===== src/rtl/fp_accum_seq.sv =====
// Streaming reduction sequencer feeding a pipelined FP adder: pairs live values
// (returning adder result, held value, new input) until one sum remains.
module fp_accum_seq #(
    parameter int WIDTH = 32,
    parameter int LAT   = 2,
    parameter int CNTW  = 16
) (
    input  logic             clk,
    input  logic             rst_n,
    input  logic             in_valid,
    input  logic [WIDTH-1:0] in_data,
    input  logic             in_last,
    output logic             in_ready,
    output logic [WIDTH-1:0] add_a,
    output logic [WIDTH-1:0] add_b,
    output logic             add_op,
    output logic             add_ce,
    input  logic [WIDTH-1:0] add_z,
    output logic             sum_valid,
    output logic [WIDTH-1:0] sum_data,
    output logic [CNTW-1:0]  sum_count
);

    typedef enum logic {ACCUM, DRAIN} state_t;

    state_t           state_q, state_d;
    logic [WIDTH-1:0] hold_q, hold_d;
    logic             hold_v_q, hold_v_d;
    logic [LAT-1:0]   issue_v_q, issue_v_d;
    logic [CNTW-1:0]  count_q, count_d;
    logic [CNTW-1:0]  sum_count_q, sum_count_d;
    logic [WIDTH-1:0] sum_data_q, sum_data_d;
    logic             sum_valid_q, sum_valid_d;

    logic             ret_v;
    logic             accept;
    logic             issue;
    logic [WIDTH-1:0] op_a, op_b;

    assign ret_v     = issue_v_q[LAT-1];
    // Ready drops whenever a returning result must pair with the held value.
    assign in_ready  = rst_n && (state_q == ACCUM) && !(ret_v && hold_v_q);
    assign accept    = in_valid && in_ready;

    assign add_a     = op_a;
    assign add_b     = op_b;
    assign add_op    = 1'b0;
    assign add_ce    = rst_n;
    assign sum_valid = sum_valid_q;
    assign sum_data  = sum_data_q;
    assign sum_count = sum_count_q;

    always_comb begin
        state_d     = state_q;
        hold_d      = hold_q;
        hold_v_d    = hold_v_q;
        count_d     = count_q;
        sum_count_d = sum_count_q;
        sum_data_d  = sum_data_q;
        sum_valid_d = 1'b0;
        issue       = 1'b0;
        op_a        = '0;
        op_b        = '0;

        if (ret_v && hold_v_q) begin
            issue    = 1'b1;
            op_a     = add_z;
            op_b     = hold_q;
            hold_v_d = 1'b0;
        end else if (ret_v && accept) begin
            issue = 1'b1;
            op_a  = add_z;
            op_b  = in_data;
        end else if (hold_v_q && accept) begin
            issue    = 1'b1;
            op_a     = hold_q;
            op_b     = in_data;
            hold_v_d = 1'b0;
        end else if (ret_v) begin
            hold_d   = add_z;
            hold_v_d = 1'b1;
        end else if (accept) begin
            hold_d   = in_data;
            hold_v_d = 1'b1;
        end

        if (accept) begin
            count_d = count_q + CNTW'(1);
            if (in_last) begin
                state_d = DRAIN;
            end
        end

        // A lone held value with nothing in flight is the finished sum.
        if ((state_q == DRAIN) && hold_v_q && (issue_v_q == '0)) begin
            sum_data_d  = hold_q;
            sum_count_d = count_q;
            sum_valid_d = 1'b1;
            hold_v_d    = 1'b0;
            count_d     = '0;
            state_d     = ACCUM;
        end

        issue_v_d = (issue_v_q << 1) | LAT'(issue);
    end

    always_ff @(posedge clk or negedge rst_n) begin
        if (!rst_n) begin
            state_q     <= ACCUM;
            hold_v_q    <= 1'b0;
            issue_v_q   <= '0;
            count_q     <= '0;
            sum_count_q <= '0;
            sum_data_q  <= '0;
            sum_valid_q <= 1'b0;
        end else begin
            state_q     <= state_d;
            hold_v_q    <= hold_v_d;
            issue_v_q   <= issue_v_d;
            count_q     <= count_d;
            sum_count_q <= sum_count_d;
            sum_data_q  <= sum_data_d;
            sum_valid_q <= sum_valid_d;
        end
    end

    always_ff @(posedge clk) begin
        hold_q <= hold_d;
    end

endmodule


===== config.mk =====
export PLATFORM = sky130hd
export DESIGN_NAME = fp_accum_seq
export DESIGN_NICKNAME = d
export VERILOG_FILES = /design/src/rtl/fp_accum_seq.sv
export SDC_FILE = /design/constraint.sdc
export NUM_CORES = 1
export LEC_CHECK = 0
export ABC_AREA = 1
export CAP_MARGIN = 15
export CORE_ASPECT_RATIO = 0.6
export CORE_UTILIZATION = 30
export DETAILED_ROUTE_END_ITERATION = 10
export GPL_TIMING_DRIVEN = 0
export PLACE_DENSITY = 0.66
export SLEW_MARGIN = 30
export SYNTH_ARGS = -nofsm -noshare
export SYNTH_HDL_FRONTEND = slang
export SYNTH_SLANG_ARGS = --single-unit

===== constraint.sdc =====
create_clock -name clk -period 4.4 [get_ports clk]
set_clock_uncertainty 0.2 [all_clocks]
set_input_delay 0.88 -clock clk [delete_from_list [all_inputs] [get_ports clk]]
set_output_delay 0.88 -clock clk [all_outputs]
set_load 0.05 [all_outputs]

* Yosys cells after proc, flatten, opt, wreduce, memory -nomap -nowiden
Cells that the tools add are included.
** Word-level totals
- Memories :: 0
- Bits in read-only memories :: 0
- Logic and storage cells :: 55
- Output and inout port bits :: 116
- Memory bits (writable) :: 0
- Bits in registers :: 101
- Bits in latches :: 0
- Input bits :: 68
** Operators by class
- Reduce and logical (&&, ||, !) cells :: 17
- Bitwise logic cells :: 5
- Multiply operators :: 0
- Multiplexer cells :: 23
- Shift-type cells :: 0
- Div/mod/pow operators :: 0
- Equal/unequal tests :: 1
- Add/subtract/negate cells :: 1
- Order comparisons :: 0
** Operators with widths (number)
- $mux W32 :: 8
- $mux W16 :: 2
- $add A16 B1 Y16 const B :: 1
- $mux W1 :: 13
- $logic_and A1 B1 Y1 :: 8
- $reduce_bool A2 Y1 :: 3
- $reduce_bool A5 Y1 :: 1
- $not A1 Y1 :: 4
- $reduce_and A2 Y1 :: 2
- $reduce_and A4 Y1 :: 1
- $ne A3 B2 Y1 const B :: 1
- $logic_not A2 Y1 :: 1
- $or A2 B1 Y2 :: 1
- $logic_not A1 Y1 :: 1

* Depth between registers and ports, before layout
- Depth in word-level cells :: 10
- Depth in mapped cells :: 8
- Depth with buffers taken out :: 8

* Worst setup path before layout
OpenSTA, ideal clock, no wires.
- Path kind :: input to register
- From :: input in_valid
- To :: register hold_q[0], enable pin
- Setup slack :: 836 ps
- Buffers on the path :: 1
- Stages :: 6
- Library setup time :: 432 ps
- Data required time :: 3768 ps
- Arrival time :: 2932 ps
- Cells stage by stage :: nand4_2 > buf_4 > nand2_2 > nand2_2 > nand2_1 > a21oi_1
** On the way
- Word-level cells in the longest chain between the ends :: 4
- Elaborated cells between the ends (all ways) :: 7
- Classes of those cells :: bitwise (2); reduce/logical (5)
** Ends and longest elaborated chain
- start, declared :: line 10 : input logic in_valid,
- $logic_and A1 B1 Y1 (*) :: line 43 : assign accept = in_valid && in_ready;
- $logic_and A1 B1 Y1, on equally long branches :: line 74, 70
- $not A1 Y1 (no source line)
- $reduce_and A4 Y1 (no source line) (*)
- end signal, assigned :: line 128 : hold_q <= hold_d;
- end, declared :: line 27 : logic [WIDTH-1:0] hold_q, hold_d;
Mark *: on every way between the ends. The rest lies on a longest branch, timed or not.
A chain may end at the register's enable or synchronous reset.

* Worst setup path in the final report
- From :: input rst_n
- To :: output add_b[13]
** On the way
- Word-level cells in the longest chain between the ends :: 7
- Elaborated cells between the ends (all ways) :: 8
- Classes of those cells :: mux (3); reduce/logical (5)
** Ends and longest elaborated chain
- start, declared :: line 9 : input logic rst_n,
- $logic_and A1 B1 Y1 (*) (2 in series) :: line 42 : assign in_ready = rst_n && (state_q == ACCUM) && !(ret_v && hold_v_q);
- $logic_and A1 B1 Y1 (*) :: line 43
- $logic_and A1 B1 Y1 :: line 74 : end else if (hold_v_q && accept) begin
- $mux W32 :: line 74
- $mux W32 (*) :: line 70 : end else if (ret_v && accept) begin
- $mux W32 (*) :: line 65 : if (ret_v && hold_v_q) begin
- end, declared :: line 15 : output logic [WIDTH-1:0] add_b,
Marked as above.

==> flow_summary_export.csv <==
group,metric,value,unit
worst_setup_path,critical_path.endpoint,"add_b[13]",
logic_synthesis,synth_ff_type,"dfrtp_1",
global_route,grt_pass1_wl,26200,um
logic_synthesis,ys_types,25,
logic_synthesis,yosysWarningCount,0,
job,cap_violations,0,
die,die_w,168,um
global_route,grt_max_degree,38,
timing,period_needed,4140,ps
logic_synthesis,synth_commonest_cells,"136 x nand2_1, 103 x o21ai_0, 80 x inv_1, 69 x dfrtp_1, 45 x nand3_1",
run_status,outcome,"finished, final reports clean",
clocking,cts-hold-fix-buffers,0,
worst_setup_path,reg2reg_depth,8,
placement,dp_slack,-227,ps
global_route,grt_pass1_vias,4727,
worst_setup_path,endpoint_kind,"output port",
global_route,track_usage,20.4,%
clocking,clk_pin_slew_worst_paths,70,ps
detailed_routing,via_count,4838,
cells_and_area,final_nets,858,
detailed_routing,route.detailed.drc,0,
detailed_routing,viasPerCell,4.85,
logic_synthesis,synth_area_leaders,"dfrtp_1 35%, edfxtp_1 19%, o21ai_0 10%, nand2_1 10%, inv_1 6.1%",
pwr,p_leak,3.52,nW
worst_setup_path,timing.rr.end,"hold_q[17]$_DFFE_PP_",
placement,placed_cells,981,
timing,timing.hold.ws,185,ps
logic_synthesis,synthArstFlopShare,68.3,%
worst_setup_path,critPathLaunch,"rst_n",
global_route,grt_overflow,0,
pwr,p_per_area,254,mW/mm^2
clocking,post_cts_buffers,0,
detailed_routing,wl_per_cell,17.0,um
worst_setup_path,worstSetupPathType,"in -> out",
timing,finalHoldViolCount,0,
clocking,cts_tree,"yes",
cells_and_area,fill_cells,1547,
cells_and_area,synthToLayoutAreaGrowth,47.4,%
placement,dp_hpwl,12300,um
placement,placement.io_buffers,182,
cells_and_area,final_cells,997,
die,start_util,31.5,%
cells_and_area,final_layout_size_suffix_gt1_share,6.05,%
worst_setup_path,reg2reg_from,"hold_v_q$_DFFE_PN0P_",
worst_setup_path,crit_path_max_fanout,37,
worst_hold_path,hold_path_class,"reg -> reg",
logic_synthesis,synth_top_area_share,34.8,%
logic_synthesis,ys_ff_latch,101,
timing,final-max-slew-violation-count,0,
worst_setup_path,r2r_slack,1820,ps
detailed_routing,drt_iter0_drc,347,
logic_synthesis,synth_edf_count,32,
die,rows,35,
clocking,cts_htree_levels,3,
detailed_routing,wl,16900,um
die,die-height,102,um
clocking,clock_latency,350,ps
timing,setup_slack,258,ps
global_route,use_met3,6.72,%
worst_setup_path,startpoint_type,"input pin",
timing,grt_setup_unrepaired,"no",
logic_synthesis,synth_nets,663,
placement,place_congestion,0.837,
clocking,root_buffer,"clkbuf_16",
logic_synthesis,synth_cells,594,
timing,fmax,241,MHz
die,ioPinCount,184,
worst_setup_path,worstPathRequired,3320,ps
detailed_routing,antenna_left,0,
logic_synthesis,postSynthAreaPerCell,8.35,sq um
global_route,met2_usage,31.1,%
global_route,top_usage_layer,"met2",
timing,worstMarginPinSlew,671,ps
global_route,antenna_found_initial,0,
global_route,grt_use_met1,28.3,%
logic_synthesis,yosys.area.top_type,"dfrtp_1",
worst_setup_path,critical_path_arrival,3060,ps
timing,post-route-period-util,94.1,%
logic_synthesis,syn_area,0.00496,sq mm
logic_synthesis,synth.most_common_cell,"nand2_1",
clocking,cts_sinks,101,
clocking,clk_path_buf_depth,2,
timing,fin_setup_tns,0,ps
die,core_area,0.0157,sq mm
timing,setup_viol,0,
pwr,peakVddDrop,179,uV
cells_and_area,diodes,0,
detailed_routing,dr.pass1.iters,5,
timing,slew_headroom,55.2,%
logic_synthesis,synth_seq_area_share,54.2,%
clocking,cts_made_buffers,9,
die,dieArea,0.0171,sq mm
-- power by group --
part           total [mW]  internal [mW]  switching [mW]
clock               0.779          0.397           0.383
combinational       0.110         0.0649          0.0453
sequential          0.968          0.968               0
total                1.86           1.43           0.428
-- how the worst min path moves through the flow --
stage	from	end	slack (ps)	cells past startpoint
floorplan	issue_v_q[0]$_DFF_PN0_	issue_v_q[1]$_DFF_PN0_	150	0
global placement	issue_v_q[0]$_DFF_PN0_	issue_v_q[1]$_DFF_PN0_	160	0
detailed placement	issue_v_q[0]$_DFF_PN0_	issue_v_q[1]$_DFF_PN0_	170	0
CTS	issue_v_q[0]$_DFF_PN0_	issue_v_q[1]$_DFF_PN0_	190	0
global route	issue_v_q[0]$_DFF_PN0_	issue_v_q[1]$_DFF_PN0_	190	0
finish	issue_v_q[0]$_DFF_PN0_	issue_v_q[1]$_DFF_PN0_	190	0
-- metrics by stage --
stage | utilization (%) | area, sq um | power (mW)
3_5_place_dp | 45.0 | 7080 | 1.10
4_1_cts | 46.4 | 7300 | 1.88
3_3_place_gp | 44.7 | 7030 | 1.10
5_1_grt | 46.5 | 7310 | 1.93
6_report | 46.5 | 7310 | 1.86
2_1_floorplan | - | 4960 | 1.01
-- layer usage --
layer | vias up | part of all wire [%]
met4 | 0 | 0.76
met5 | - | 0
met3 | 9 | 10
met1 | 2255 | 47
li1 | 2349 | -
met2 | 225 | 42
-- worst max-delay path, stage by stage --
cell	delay, ps
buf_6	290
buf_12	280
nand4_2	130
inv_1	90
buf_2	260
buf_2	300
nand3_1	100
o21ai_0	120
dlygate4sd2_1	570
-- cell families after synthesis --
family | Yosys count | share of synthesized area, %
buffers and inverters | 119 | 10.3
flip-flops | 101 | 54.2
AND/OR/NAND/NOR | 217 | 18.5
adder cells (fa/ha/maj) | 1 | 0.252
AO/OA/AOI/OAI | 154 | 16.3
XOR/XNOR | 1 | 0.328
other | 1 | 0.0756
-- state kept, by name (all words and copies together) (netlist names) --
name,flops
sum_count,16
state_q,1
issue_v_q,2
hold_v_q,1
count_q,16
sum_data,32
sum_valid,1
hold_q,32
-- final cells by class --
cell class              instances  area, sq um  share of cell area, %
clock inverters                 6         52.6                  0.719
repair buffers                184         1800                   24.7
flip-flops and latches        101         2690                   36.8
inverters                      81          304                   4.16
well taps                     203          254                   3.48
clock buffers                  10          229                   3.13
plain buffers                  38          206                   2.83
multi-input cells             374         1770                   24.2
-- layout by cell type, fill, tap and decap left out, types with 2 or more instances in the layout --
master	netlist	routed
o21ai_0	103	103
nand3_1	45	45
clkdlybuf4s50_1	0	131
edfxtp_1	32	32
inv_4	0	2
o22ai_1	31	31
nor3_1	4	4
a21oi_1	13	12
clkbuf_1	16	17
dlygate4sd2_1	0	48
clkbuf_16	0	9
o21ai_1	7	7
buf_6	3	4
nand4_1	4	4
nor2_1	22	22
nand2_2	2	2
inv_8	0	2
buf_4	7	7
nand2_1	136	136
buf_2	12	12
dfrtp_1	69	69
inv_1	80	80
dlymetal6s2s_1	0	2
-- what timing repair did --
item / 4_1_cts / 5_1_grt
gates resized for setup: 48 / 3
cloned: 0 / 0
endpoints found under the setup margin: 48 / 35
(Power assumes the default switching activity.)
